## config.mk

```make
export PLATFORM = sky130hd
export DESIGN_NAME = spi_mem_ctrl_flat
export DESIGN_NICKNAME = d
export VERILOG_FILES = /design/src/rtl/spi_mem_ctrl_pkg.sv /design/src/rtl/spi_mem_ctrl_if.sv /design/src/rtl/spi_mem_ctrl_bit_engine.sv /design/src/rtl/spi_mem_ctrl.sv /design/src/flat_wrapper.sv
export SDC_FILE = /design/constraint.sdc
export NUM_CORES = 1
export LEC_CHECK = 0
export CORE_AREA = 5 5 111 134
export CTS_CLUSTER_DIAMETER = 200
export CTS_CLUSTER_SIZE = 24
export DETAILED_ROUTE_END_ITERATION = 8
export DIE_AREA = 0 0 116 139
export GPL_ROUTABILITY_DRIVEN = 0
export PLACE_DENSITY = 0.73
export SYNTH_ARGS = -nofsm -noshare
export SYNTH_HDL_FRONTEND = slang
export SYNTH_SLANG_ARGS = --single-unit
```

## constraint.sdc

```tcl
create_clock -name clk -period 2.05 [get_ports clk]
set_clock_uncertainty 0.2 [all_clocks]
set_input_delay 0.41 -clock clk [delete_from_list [all_inputs] [get_ports clk]]
set_output_delay 0.41 -clock clk [all_outputs]
set_load 0.01 [all_outputs]
```

## src/rtl/spi_mem_ctrl_pkg.sv

```systemverilog
// Shared constants, FSM encoding and helpers for the SPI memory controller.
// Bit 24 of the request address picks the chip; the low 24 bits go on the wire.
package spi_mem_ctrl_pkg;

  localparam logic [7:0] READ_CMD     = 8'h03;
  localparam logic [7:0] WRITE_CMD    = 8'h02;
  localparam int         ADDR_W       = 25;
  localparam int         CHIP_SEL_BIT = 24;
  localparam logic       CHIP_FLASH   = 1'b0;
  localparam logic       CHIP_SRAM    = 1'b1;

  typedef enum logic [2:0] {
    ST_IDLE,
    ST_SEL,
    ST_CMD,
    ST_ADDR,
    ST_DATA,
    ST_END,
    ST_DONE
  } state_e;

  function automatic logic nb_legal(input logic [2:0] nb);
    return (nb == 3'd1) || (nb == 3'd2) || (nb == 3'd4);
  endfunction

endpackage

```

## src/rtl/spi_mem_ctrl_if.sv

```systemverilog
// Request/response bus from the core plus the SPI pins of the memory controller.
// The controller uses the slave modport, the core (or a bench) the master one.
interface spi_mem_ctrl_if;
  import spi_mem_ctrl_pkg::*;

  logic              start_request;
  logic              is_write;
  logic [2:0]        num_bytes;
  logic [ADDR_W-1:0] target_address;
  logic [31:0]       write_value;
  logic [31:0]       fetched_data;
  logic              request_done;
  logic              sclk;
  logic              mosi;
  logic              cs1;
  logic              cs2;
  logic              miso;

  modport master (
    output start_request, is_write, num_bytes, target_address, write_value, miso,
    input  fetched_data, request_done, sclk, mosi, cs1, cs2
  );

  modport slave (
    input  start_request, is_write, num_bytes, target_address, write_value, miso,
    output fetched_data, request_done, sclk, mosi, cs1, cs2
  );

endinterface

```

## src/rtl/spi_mem_ctrl_bit_engine.sv

```systemverilog
// Two-phase SPI bit engine: shifts out len_i bits of tx_word_i MSB first,
// samples miso on the edge that raises sclk, and strobes at field/byte ends.
module spi_mem_ctrl_bit_engine (
  input  logic        clk,
  input  logic        rst_n,
  input  logic        load_i,
  input  logic [5:0]  len_i,
  input  logic [31:0] tx_word_i,
  input  logic        miso_i,
  output logic        sclk_o,
  output logic        mosi_o,
  output logic        bit_done_o,
  output logic        byte_done_o,
  output logic [7:0]  rx_byte_o
);

  logic        busy_q, busy_d;
  logic        phase_q, phase_d;
  logic [5:0]  cnt_q, cnt_d;
  logic [31:0] tx_q, tx_d;
  logic [7:0]  rx_q, rx_d;

  // A load on the last phase-1 cycle chains the next field with no gap.
  always_comb begin
    busy_d  = busy_q;
    phase_d = phase_q;
    cnt_d   = cnt_q;
    tx_d    = tx_q;
    rx_d    = rx_q;
    if (load_i) begin
      busy_d  = 1'b1;
      phase_d = 1'b0;
      cnt_d   = len_i;
      tx_d    = tx_word_i;
    end else if (busy_q) begin
      if (!phase_q) begin
        phase_d = 1'b1;
        rx_d    = {rx_q[6:0], miso_i};
      end else begin
        phase_d = 1'b0;
        tx_d    = {tx_q[30:0], 1'b0};
        cnt_d   = cnt_q - 6'd1;
        if (cnt_q == 6'd1) busy_d = 1'b0;
      end
    end
  end

  always_ff @(posedge clk) begin
    if (!rst_n) begin
      busy_q  <= 1'b0;
      phase_q <= 1'b0;
      cnt_q   <= '0;
      tx_q    <= '0;
      rx_q    <= '0;
    end else begin
      busy_q  <= busy_d;
      phase_q <= phase_d;
      cnt_q   <= cnt_d;
      tx_q    <= tx_d;
      rx_q    <= rx_d;
    end
  end

  assign sclk_o      = busy_q & phase_q;
  assign mosi_o      = busy_q & tx_q[31];
  assign bit_done_o  = busy_q & phase_q & (cnt_q == 6'd1);
  assign byte_done_o = busy_q & phase_q & (cnt_q[2:0] == 3'd1);
  assign rx_byte_o   = rx_q;

endmodule

```

## src/rtl/spi_mem_ctrl.sv

```systemverilog
// SPI master for flash (cs1, read-only) and SPI SRAM (cs2): one 1/2/4-byte
// READ 0x03 / WRITE 0x02 transaction with a 24-bit address per request.
//
// state   | meaning
// --------+--------------------------------------------------------------
// IDLE    | wait for start_request, latch request
// SEL     | selected CS low, sclk low, load command byte
// CMD     | shifting 8-bit opcode
// ADDR    | shifting 24-bit address, addr[23] first
// DATA    | shifting 8*num_bytes data bits (tx or rx)
// END     | CS released
// DONE    | request_done while start_request held; back to IDLE on drop
module spi_mem_ctrl
  import spi_mem_ctrl_pkg::*;
(
  input logic           clk,
  input logic           rst_n,
  spi_mem_ctrl_if.slave bus
);

  state_e            state_q, state_d;
  logic [ADDR_W-1:0] addr_q, addr_d;
  logic              wr_q, wr_d;
  logic [2:0]        nb_q, nb_d;
  logic [31:0]       wdata_q, wdata_d;
  logic [31:0]       fetched_q, fetched_d;

  logic        eng_load;
  logic [5:0]  eng_len;
  logic [31:0] eng_tx;
  logic        bit_done, byte_done;
  logic [7:0]  rx_byte;
  logic        cs_active;

  spi_mem_ctrl_bit_engine u_bit_engine (
    .clk         (clk),
    .rst_n       (rst_n),
    .load_i      (eng_load),
    .len_i       (eng_len),
    .tx_word_i   (eng_tx),
    .miso_i      (bus.miso),
    .sclk_o      (bus.sclk),
    .mosi_o      (bus.mosi),
    .bit_done_o  (bit_done),
    .byte_done_o (byte_done),
    .rx_byte_o   (rx_byte)
  );

  always_comb begin
    state_d   = state_q;
    addr_d    = addr_q;
    wr_d      = wr_q;
    nb_d      = nb_q;
    wdata_d   = wdata_q;
    fetched_d = fetched_q;
    eng_load  = 1'b0;
    eng_len   = '0;
    eng_tx    = '0;
    case (state_q)
      ST_IDLE: begin
        if (bus.start_request) begin
          addr_d  = bus.target_address;
          wr_d    = bus.is_write;
          nb_d    = bus.num_bytes;
          wdata_d = bus.write_value;
          if (!bus.is_write) fetched_d = '0;
          // Flash is never written; bad sizes are acknowledged without a transfer.
          if (!nb_legal(bus.num_bytes) ||
              (bus.is_write && (bus.target_address[CHIP_SEL_BIT] == CHIP_FLASH)))
            state_d = ST_DONE;
          else
            state_d = ST_SEL;
        end
      end
      ST_SEL: begin
        eng_load = 1'b1;
        eng_len  = 6'd8;
        eng_tx   = {(wr_q ? WRITE_CMD : READ_CMD), 24'h000000};
        state_d  = ST_CMD;
      end
      ST_CMD: begin
        if (bit_done) begin
          eng_load = 1'b1;
          eng_len  = 6'd24;
          eng_tx   = {addr_q[23:0], 8'h00};
          state_d  = ST_ADDR;
        end
      end
      ST_ADDR: begin
        if (bit_done) begin
          eng_load = 1'b1;
          eng_len  = {nb_q, 3'b000};
          // Little-endian store: byte 0 leaves first, each byte MSB first.
          eng_tx   = wr_q ? {wdata_q[7:0], wdata_q[15:8], wdata_q[23:16], wdata_q[31:24]}
                          : 32'h0;
          state_d  = ST_DATA;
        end
      end
      ST_DATA: begin
        if (byte_done && !wr_q) fetched_d = {rx_byte, fetched_q[31:8]};
        if (bit_done) state_d = ST_END;
      end
      ST_END:  state_d = ST_DONE;
      ST_DONE: if (!bus.start_request) state_d = ST_IDLE;
      default: state_d = ST_IDLE;
    endcase
  end

  always_ff @(posedge clk) begin
    if (!rst_n) begin
      state_q   <= ST_IDLE;
      addr_q    <= '0;
      wr_q      <= 1'b0;
      nb_q      <= '0;
      wdata_q   <= '0;
      fetched_q <= '0;
    end else begin
      state_q   <= state_d;
      addr_q    <= addr_d;
      wr_q      <= wr_d;
      nb_q      <= nb_d;
      wdata_q   <= wdata_d;
      fetched_q <= fetched_d;
    end
  end

  assign cs_active        = (state_q == ST_SEL) || (state_q == ST_CMD) ||
                            (state_q == ST_ADDR) || (state_q == ST_DATA);
  assign bus.cs1          = !(cs_active && (addr_q[CHIP_SEL_BIT] == CHIP_FLASH));
  assign bus.cs2          = !(cs_active && (addr_q[CHIP_SEL_BIT] == CHIP_SRAM));
  assign bus.request_done = (state_q == ST_DONE) && bus.start_request;
  assign bus.fetched_data = fetched_q;

endmodule

```

## src/flat_wrapper.sv

```systemverilog
// flat-port wrapper written by rule: the top's interface ports become plain ports
module spi_mem_ctrl_flat import spi_mem_ctrl_pkg::*;
  (clk, rst_n, bus_start_request, bus_is_write, bus_num_bytes, bus_target_address, bus_write_value, bus_miso, bus_fetched_data, bus_request_done, bus_sclk, bus_mosi, bus_cs1, bus_cs2);
  spi_mem_ctrl_if bus_i ();
  input logic clk;
  input logic rst_n;
  input wire logic [$bits(bus_i.start_request)-1:0] bus_start_request;
  input wire logic [$bits(bus_i.is_write)-1:0] bus_is_write;
  input wire logic [$bits(bus_i.num_bytes)-1:0] bus_num_bytes;
  input wire logic [$bits(bus_i.target_address)-1:0] bus_target_address;
  input wire logic [$bits(bus_i.write_value)-1:0] bus_write_value;
  input wire logic [$bits(bus_i.miso)-1:0] bus_miso;
  output wire logic [$bits(bus_i.fetched_data)-1:0] bus_fetched_data;
  output wire logic [$bits(bus_i.request_done)-1:0] bus_request_done;
  output wire logic [$bits(bus_i.sclk)-1:0] bus_sclk;
  output wire logic [$bits(bus_i.mosi)-1:0] bus_mosi;
  output wire logic [$bits(bus_i.cs1)-1:0] bus_cs1;
  output wire logic [$bits(bus_i.cs2)-1:0] bus_cs2;
  assign bus_i.start_request = bus_start_request;
  assign bus_i.is_write = bus_is_write;
  assign bus_i.num_bytes = bus_num_bytes;
  assign bus_i.target_address = bus_target_address;
  assign bus_i.write_value = bus_write_value;
  assign bus_i.miso = bus_miso;
  assign bus_fetched_data = bus_i.fetched_data;
  assign bus_request_done = bus_i.request_done;
  assign bus_sclk = bus_i.sclk;
  assign bus_mosi = bus_i.mosi;
  assign bus_cs1 = bus_i.cs1;
  assign bus_cs2 = bus_i.cs2;
  spi_mem_ctrl u_core (.clk(clk), .rst_n(rst_n), .bus(bus_i));
endmodule
```

## Yosys cells after proc, flatten, opt, wreduce, memory -nomap -nowiden

Cells that the tools add are included.

| cells by class | value |
|---|---|
| bitwise logic cells | 9 |
| add/sub/neg operators | 1 |
| reductions and logical operators | 26 |
| muxes and demuxes | 32 |
| equality and inequality tests | 18 |

Operator list:

| kind | number |
|---|---|
| 32-bit two-way mux | 9 |
| 32-bit one-hot mux with 3 select lines | 1 |
| 32-bit one-hot mux with 2 select lines | 1 |
| 6-bit two-way mux | 4 |
| 3-bit one-hot mux with 7 select lines | 1 |
| 3-bit two-way mux | 6 |
| 6-bit one-hot mux with 3 select lines | 1 |
| 3-bit == test (second input constant) | 4 |
| 3-bit by 1-bit == test with 1-bit output (second input constant) | 3 |
| 3-bit by 2-bit == test with 1-bit output (second input constant) | 3 |
| 2-bit by 1-bit != test with 1-bit output (second input constant) | 4 |
| 1-bit two-way mux | 7 |
| 6-bit by 1-bit == test with 1-bit output (second input constant) | 1 |
| 1-bit logical OR | 6 |
| 2-bit != test (second input constant) | 3 |
| 2-bit nonzero test | 3 |
| 6-bit by 1-bit subtractor with 6-bit output (second input constant) | 1 |
| 1-bit logical AND | 5 |
| 5-bit two-way mux | 1 |
| 1-bit NOT | 5 |
| 5-bit AND reduction | 1 |
| 1-bit bitwise AND | 4 |
| 1-bit logical NOT | 4 |
| 2-bit AND reduction | 2 |
| 5 further kinds | 6 |

| word-level totals | value |
|---|---|
| word-level logic and storage cells | 97 |
| register bits after elaboration | 144 |
| output and inout bits | 37 |
| bits of input ports | 65 |

## Logic depth before layout (Yosys ltp)

| logic depth | value |
|---|---|
| depth after elaboration | 8 |
| gate-level depth with buffers | 8 |
| depth with buffers taken out | 6 |

## Modules after synthesis

A second synthesis with hierarchy kept.

| unflattened totals | value |
|---|---|
| cells, all modules | 724 |
| area total of the unflattened synthesis | 6426.2 um^2 |

Modules (own cells, without submodules):

| module | times used | cells an instance | seq. area each (um^2) | area an instance (um^2) |
|---|---|---|---|---|
| spi_mem_ctrl | 1 | 500 | 1921.8 | 4127.7 |
| spi_mem_ctrl_bit_engine | 1 | 224 | 960.9 | 2298.5 |

## Worst setup path after synthesis

OpenSTA, ideal clock, no wires.

| timing path | value |
|---|---|
| kind | reg2reg |
| from | register u_core.u_bit_engine.cnt_q[2] |
| to | register u_core.u_bit_engine.tx_q[13] |
| path slack | 0.019 ns |
| buffers on the path | 2 |
| clock period less this slack | 2.031 ns |
| cell stages (with the launch flop) | 7 |
| setup time | 0.122 ns |
| required time | 1.728 ns |
| arrival time | 1.709 ns |
| cell sequence | dfxtp_1 > nor4_4 > nand3_4 > and4_4 > buf_6 > buf_8 > a221o_1 |

| on the way | value |
|---|---|
| longest elaborated chain between the ends | 6 |
| elaborated cells on any way between the ends | 11 |
| classes of those cells | eq/ne (1); mux (6); bitwise (1); reduce/logical (3) |

RTL lines:

| item | RTL line | source |
|---|---|---|
| start, declared | spi_mem_ctrl_bit_engine.sv:19 | `logic [5:0] cnt_q, cnt_d;` |
| start signal, assigned | spi_mem_ctrl_bit_engine.sv:58 | `cnt_q <= cnt_d;` |
| 6-bit by 1-bit == test with 1-bit output (*) | spi_mem_ctrl_bit_engine.sv:66 | `assign bit_done_o = busy_q & phase_q & (cnt_q == 6'd1);` |
| 1-bit bitwise AND (*) | spi_mem_ctrl_bit_engine.sv:66 |  |
| 1-bit two-way mux | spi_mem_ctrl.sv:82, spi_mem_ctrl.sv:90 |  |
| 1-bit one-hot mux with 2 select lines | spi_mem_ctrl.sv:59 | `case (state_q)` |
| 2-bit nonzero test (no line) | - |  |
| 2-bit AND reduction (no line) | - |  |
| end signal, assigned | spi_mem_ctrl_bit_engine.sv:59 | `tx_q <= tx_d;` |
| end, declared | spi_mem_ctrl_bit_engine.sv:20 | `logic [31:0] tx_q, tx_d;` |

Every way passes the cells marked *; elsewhere a longest branch is shown, timed or not.
A chain may end at the register's enable or synchronous reset.

## Final worst setup path

| timing path | value |
|---|---|
| from | register u_core.state_q[1] |
| to | register u_core.u_bit_engine.tx_q[29] |

| on the way | value |
|---|---|
| longest elaborated chain between the ends | 5 |
| elaborated cells on any way between the ends | 10 |
| classes of those cells | eq/ne (3); mux (3); reduce/logical (4) |

RTL lines:

| item | RTL line | source |
|---|---|---|
| start, declared | spi_mem_ctrl.sv:21 | `state_e state_q, state_d;` |
| start signal, assigned | spi_mem_ctrl.sv:118 | `state_q <= state_d;` |
| 3-bit by 2-bit == test with 1-bit output | spi_mem_ctrl.sv:59 |  |
| 2-bit OR reduction (no line) | - |  |
| 1-bit one-hot mux with 2 select lines | spi_mem_ctrl.sv:59 |  |
| 2-bit nonzero test (no line) | - |  |
| 2-bit AND reduction (no line) | - |  |

Parallel ways exist; a longest one is shown, timed or not.

==> reports/metrics.yaml <==
status: "completed"
min_to: "u_core.wdata_q[16]"
fillers: 1169
cts.clk_slew.worst_paths_ns: 0.06
slew_headroom_pct: 70.8
whs_ns: 0.259
synth_seq_cells: 144
hold_viol: 0
grtUsageTotal_pct: 21.2
worstMarginPinSlew_ns: 0.436
ant_nets: 0
rsz0062_at_grt: "false"
grt_pass1_wl_mm: 27.5
swShare_pct: 23.7
routed_wl_mm: 17.0
yosys-top-cells-area: "dfxtp_1 49%, nand2_1 12%, a21oi_1 8.2%"
synth_commonest_cells: "183 x nand2_1, 144 x dfxtp_1, 96 x a21oi_1, 46 x clkbuf_1, 35 x o22ai_1"
critPathArrivalTime_ns: 2.11
port_buffers: 101
syn_inst: 704
clockPowerShare_pct: 46.4
layout-drive-gt1-share_pct: 15.1
coreArea_sq_um: 13500
fin_nets: 881
hold_path.startpoint: "u_core.wdata_q[16]"
cts_max_level: 4
post-synth-top-area-fraction_pct: 49.2
synth_area_sq_um: 5860
setup_tns_ns: 0
cellLeakagePower_nw: 2.89
start_kind: "flip-flop"
cts_hold_buf: 0
clockRootBuffer: "clkbuf_16"
cts_tree: "yes"
clkSinkCount: 144
setup_violations: 0
min_path_cells: 2
grt_start_max_net_pins: 41
power_density_nw_per_um2: 901
crit_fanout: 18
async_flop_share_pct: 0
cts_buffers: 17
hold_class: "flip-flop to flip-flop"
wire_per_inst_microns: 17.1
max_freq_ghz: 0.499
period_needed_ns: 2.01
seqPwrFrac_pct: 41.5
grt_util_met3_pct: 6.37
yosysTopAreaCell: "dfxtp_1"
ios: 102
dr.first_iter.drc_count: 367
route.vias.total: 5655
use_met1_pct: 24.6
rows: 47
slew_viol_final: 0
drv_cap: 0
post_synth.cell_area_avg_sq_um: 8.33
placedCellCount: 962
cts_buffer_depth: 2
first_pass_iters: 5
vdd_drop_max_mv: 0.589
r2r-end: "u_core.u_bit_engine.tx_q[29]"
dp_hpwl_mm: 11.6
end_kind: "flip-flop"
dieHeight_microns: 139
yosysMostFrequentCell: "nand2_1"
syn_nets: 771
die-area_sq_um: 16100
intPower_w: 0.00557
reg2reg_from: "u_core.state_q[1]"
ys_warn_count: 0
synth_ff_type: "dfxtp_1"
rrSetupSlack_ns: 0.04
synth_edf_count: 0
drc_errors: 0
antenna_found_initial: 0
comb_power_share_pct: 12.1
area_growth_pct: 38.1
totalPowerFinal_w: 0.00729
n_antenna_cell: 0
fp.dieW_microns: 116
switching_power_w: 0.00173
via_per_inst: 5.67
path_class: "flip-flop to flip-flop"
overflow: 0
finalCritPeriodShare_pct: 97.8
grt_pass1_vias: 5707
ys_seq_area_share_pct: 49.2
critPathRequiredTime_ns: 2.15
globalRouteMet2Util_pct: 35.5
fin_cells: 998
worst-r2r-cell-count: 4
start_util_pct: 43.3
top_usage_layer: "met2"
clk_latency_ns: 0.43
synth.distinct_cells: 59
-- sequential cells by signal, summed over array words and instances (netlist names) --
| name | flops |
|---|---|
| u_core.addr_q | 25 |
| u_core.bus.fetched_data | 32 |
| u_core.nb_q | 3 |
| u_core.state_q | 3 |
| u_core.u_bit_engine.busy_q | 1 |
| u_core.u_bit_engine.cnt_q | 6 |
| u_core.u_bit_engine.phase_q | 1 |
| u_core.u_bit_engine.rx_byte_o | 8 |
| u_core.u_bit_engine.tx_q | 32 |
| u_core.wdata_q | 32 |
| u_core.wr_q | 1 |
-- worst max-delay path: stages (launching register included) --
cell	delay (ns)
dfxtp_2	0.35
buf_4	0.17
or3b_2	0.50
and4_4	0.25
a221o_2	0.40
-- through the flow --
step / worst slack [ns] / cell area (sq um) / util (%)
after floorplan: 0.0195 / 5860 / -
after global placement: -0.300 / 7320 / 54.1
after detailed placement: -0.357 / 7320 / 54.1
after CTS: -0.0115 / 8030 / 59.4
after global routing: 0.00231 / 8100 / 59.9
final: 0.0442 / 8100 / 59.9
-- cell families (layout without fill, tap and decap cells) --
group                      count (synthesis)  in the layout  synth area share [%]
DFF                                      144            144                  49.2
AOI/OAI and AO/OA                        187            187                  19.9
adders and majority gates                  2              2                 0.427
xor gates and xnor gates                   6              6                 0.897
muxes                                     11             11                  1.92
and+or+nand+nor                          286            286                  22.5
buffers and inverters                     68            191                  5.17
-- layer usage --
| metal | part of all wire, % | routed length (microns) |
|---|---|---|
| met5 | 0 | 0 |
| met1 | 40 | 6800 |
| met3 | 6.9 | 1170 |
| met4 | 2.6 | 439 |
| met2 | 51 | 8610 |
-- cell usage in the layout (no fill, tap or decap), types with 5 or more instances in the layout --
cell and instances:
o21ai_0 6, nor2_1 18, clkbuf_16 17, a21oi_1 96, nand3_1 29, buf_4 35, a221o_2 8, inv_1 7
clkdlybuf4s50_1 96, dfxtp_2 7, o22ai_1 35, nand4_1 20, a22oi_1 9, a221o_1 10, nand2_1 182, buf_12 13
dfxtp_1 136, mux2i_1 9, clkbuf_8 6, a31oi_1 5
-- how the worst max path moves through the flow --
stage | slack [ns] | start | end
after floorplan | 0.02 | u_core.u_bit_engine.cnt_q[2] | u_core.u_bit_engine.tx_q[13]
after global placement | -0.30 | bus_start_request | bus_request_done
after detailed placement | -0.36 | bus_start_request | bus_request_done
after CTS | -0.01 | u_core.state_q[2] | bus_request_done
after global routing | 0.002 | u_core.state_q[1] | u_core.u_bit_engine.tx_q[27]
final | 0.04 | u_core.state_q[1] | u_core.u_bit_engine.tx_q[29]
-- timing repair --
action,4_1_cts,5_1_grt
pin swaps,0,5
resized for setup,16,21
gates cloned,0,1
setup endpoints to repair,5,49
setup buffers,1,2
-- power by group through the flow --
stage	Clock (W)	Sequential, W	Combinational [W]
floorplan	0	0.00304	0.000457
global placement	0	0.00307	0.000814
detailed placement	0	0.00307	0.000837
CTS	0.00342	0.00302	0.000868
global route	0.00356	0.00303	0.000963
finish	0.00339	0.00302	0.000881
-- cell type report --
type / instances / area, sq um / share of cell area [%]
tap: 171 / 214 / 2.64
sequential: 144 / 2900 / 35.8
inverter: 8 / 30.0 / 0.371
clock buffer: 23 / 508 / 6.28
multi-input combinational: 492 / 2760 / 34.1
timing repair buffer: 151 / 1540 / 19.0
clock inverter: 9 / 151 / 1.87
No activity file was read; power rests on OpenSTA's default activity.
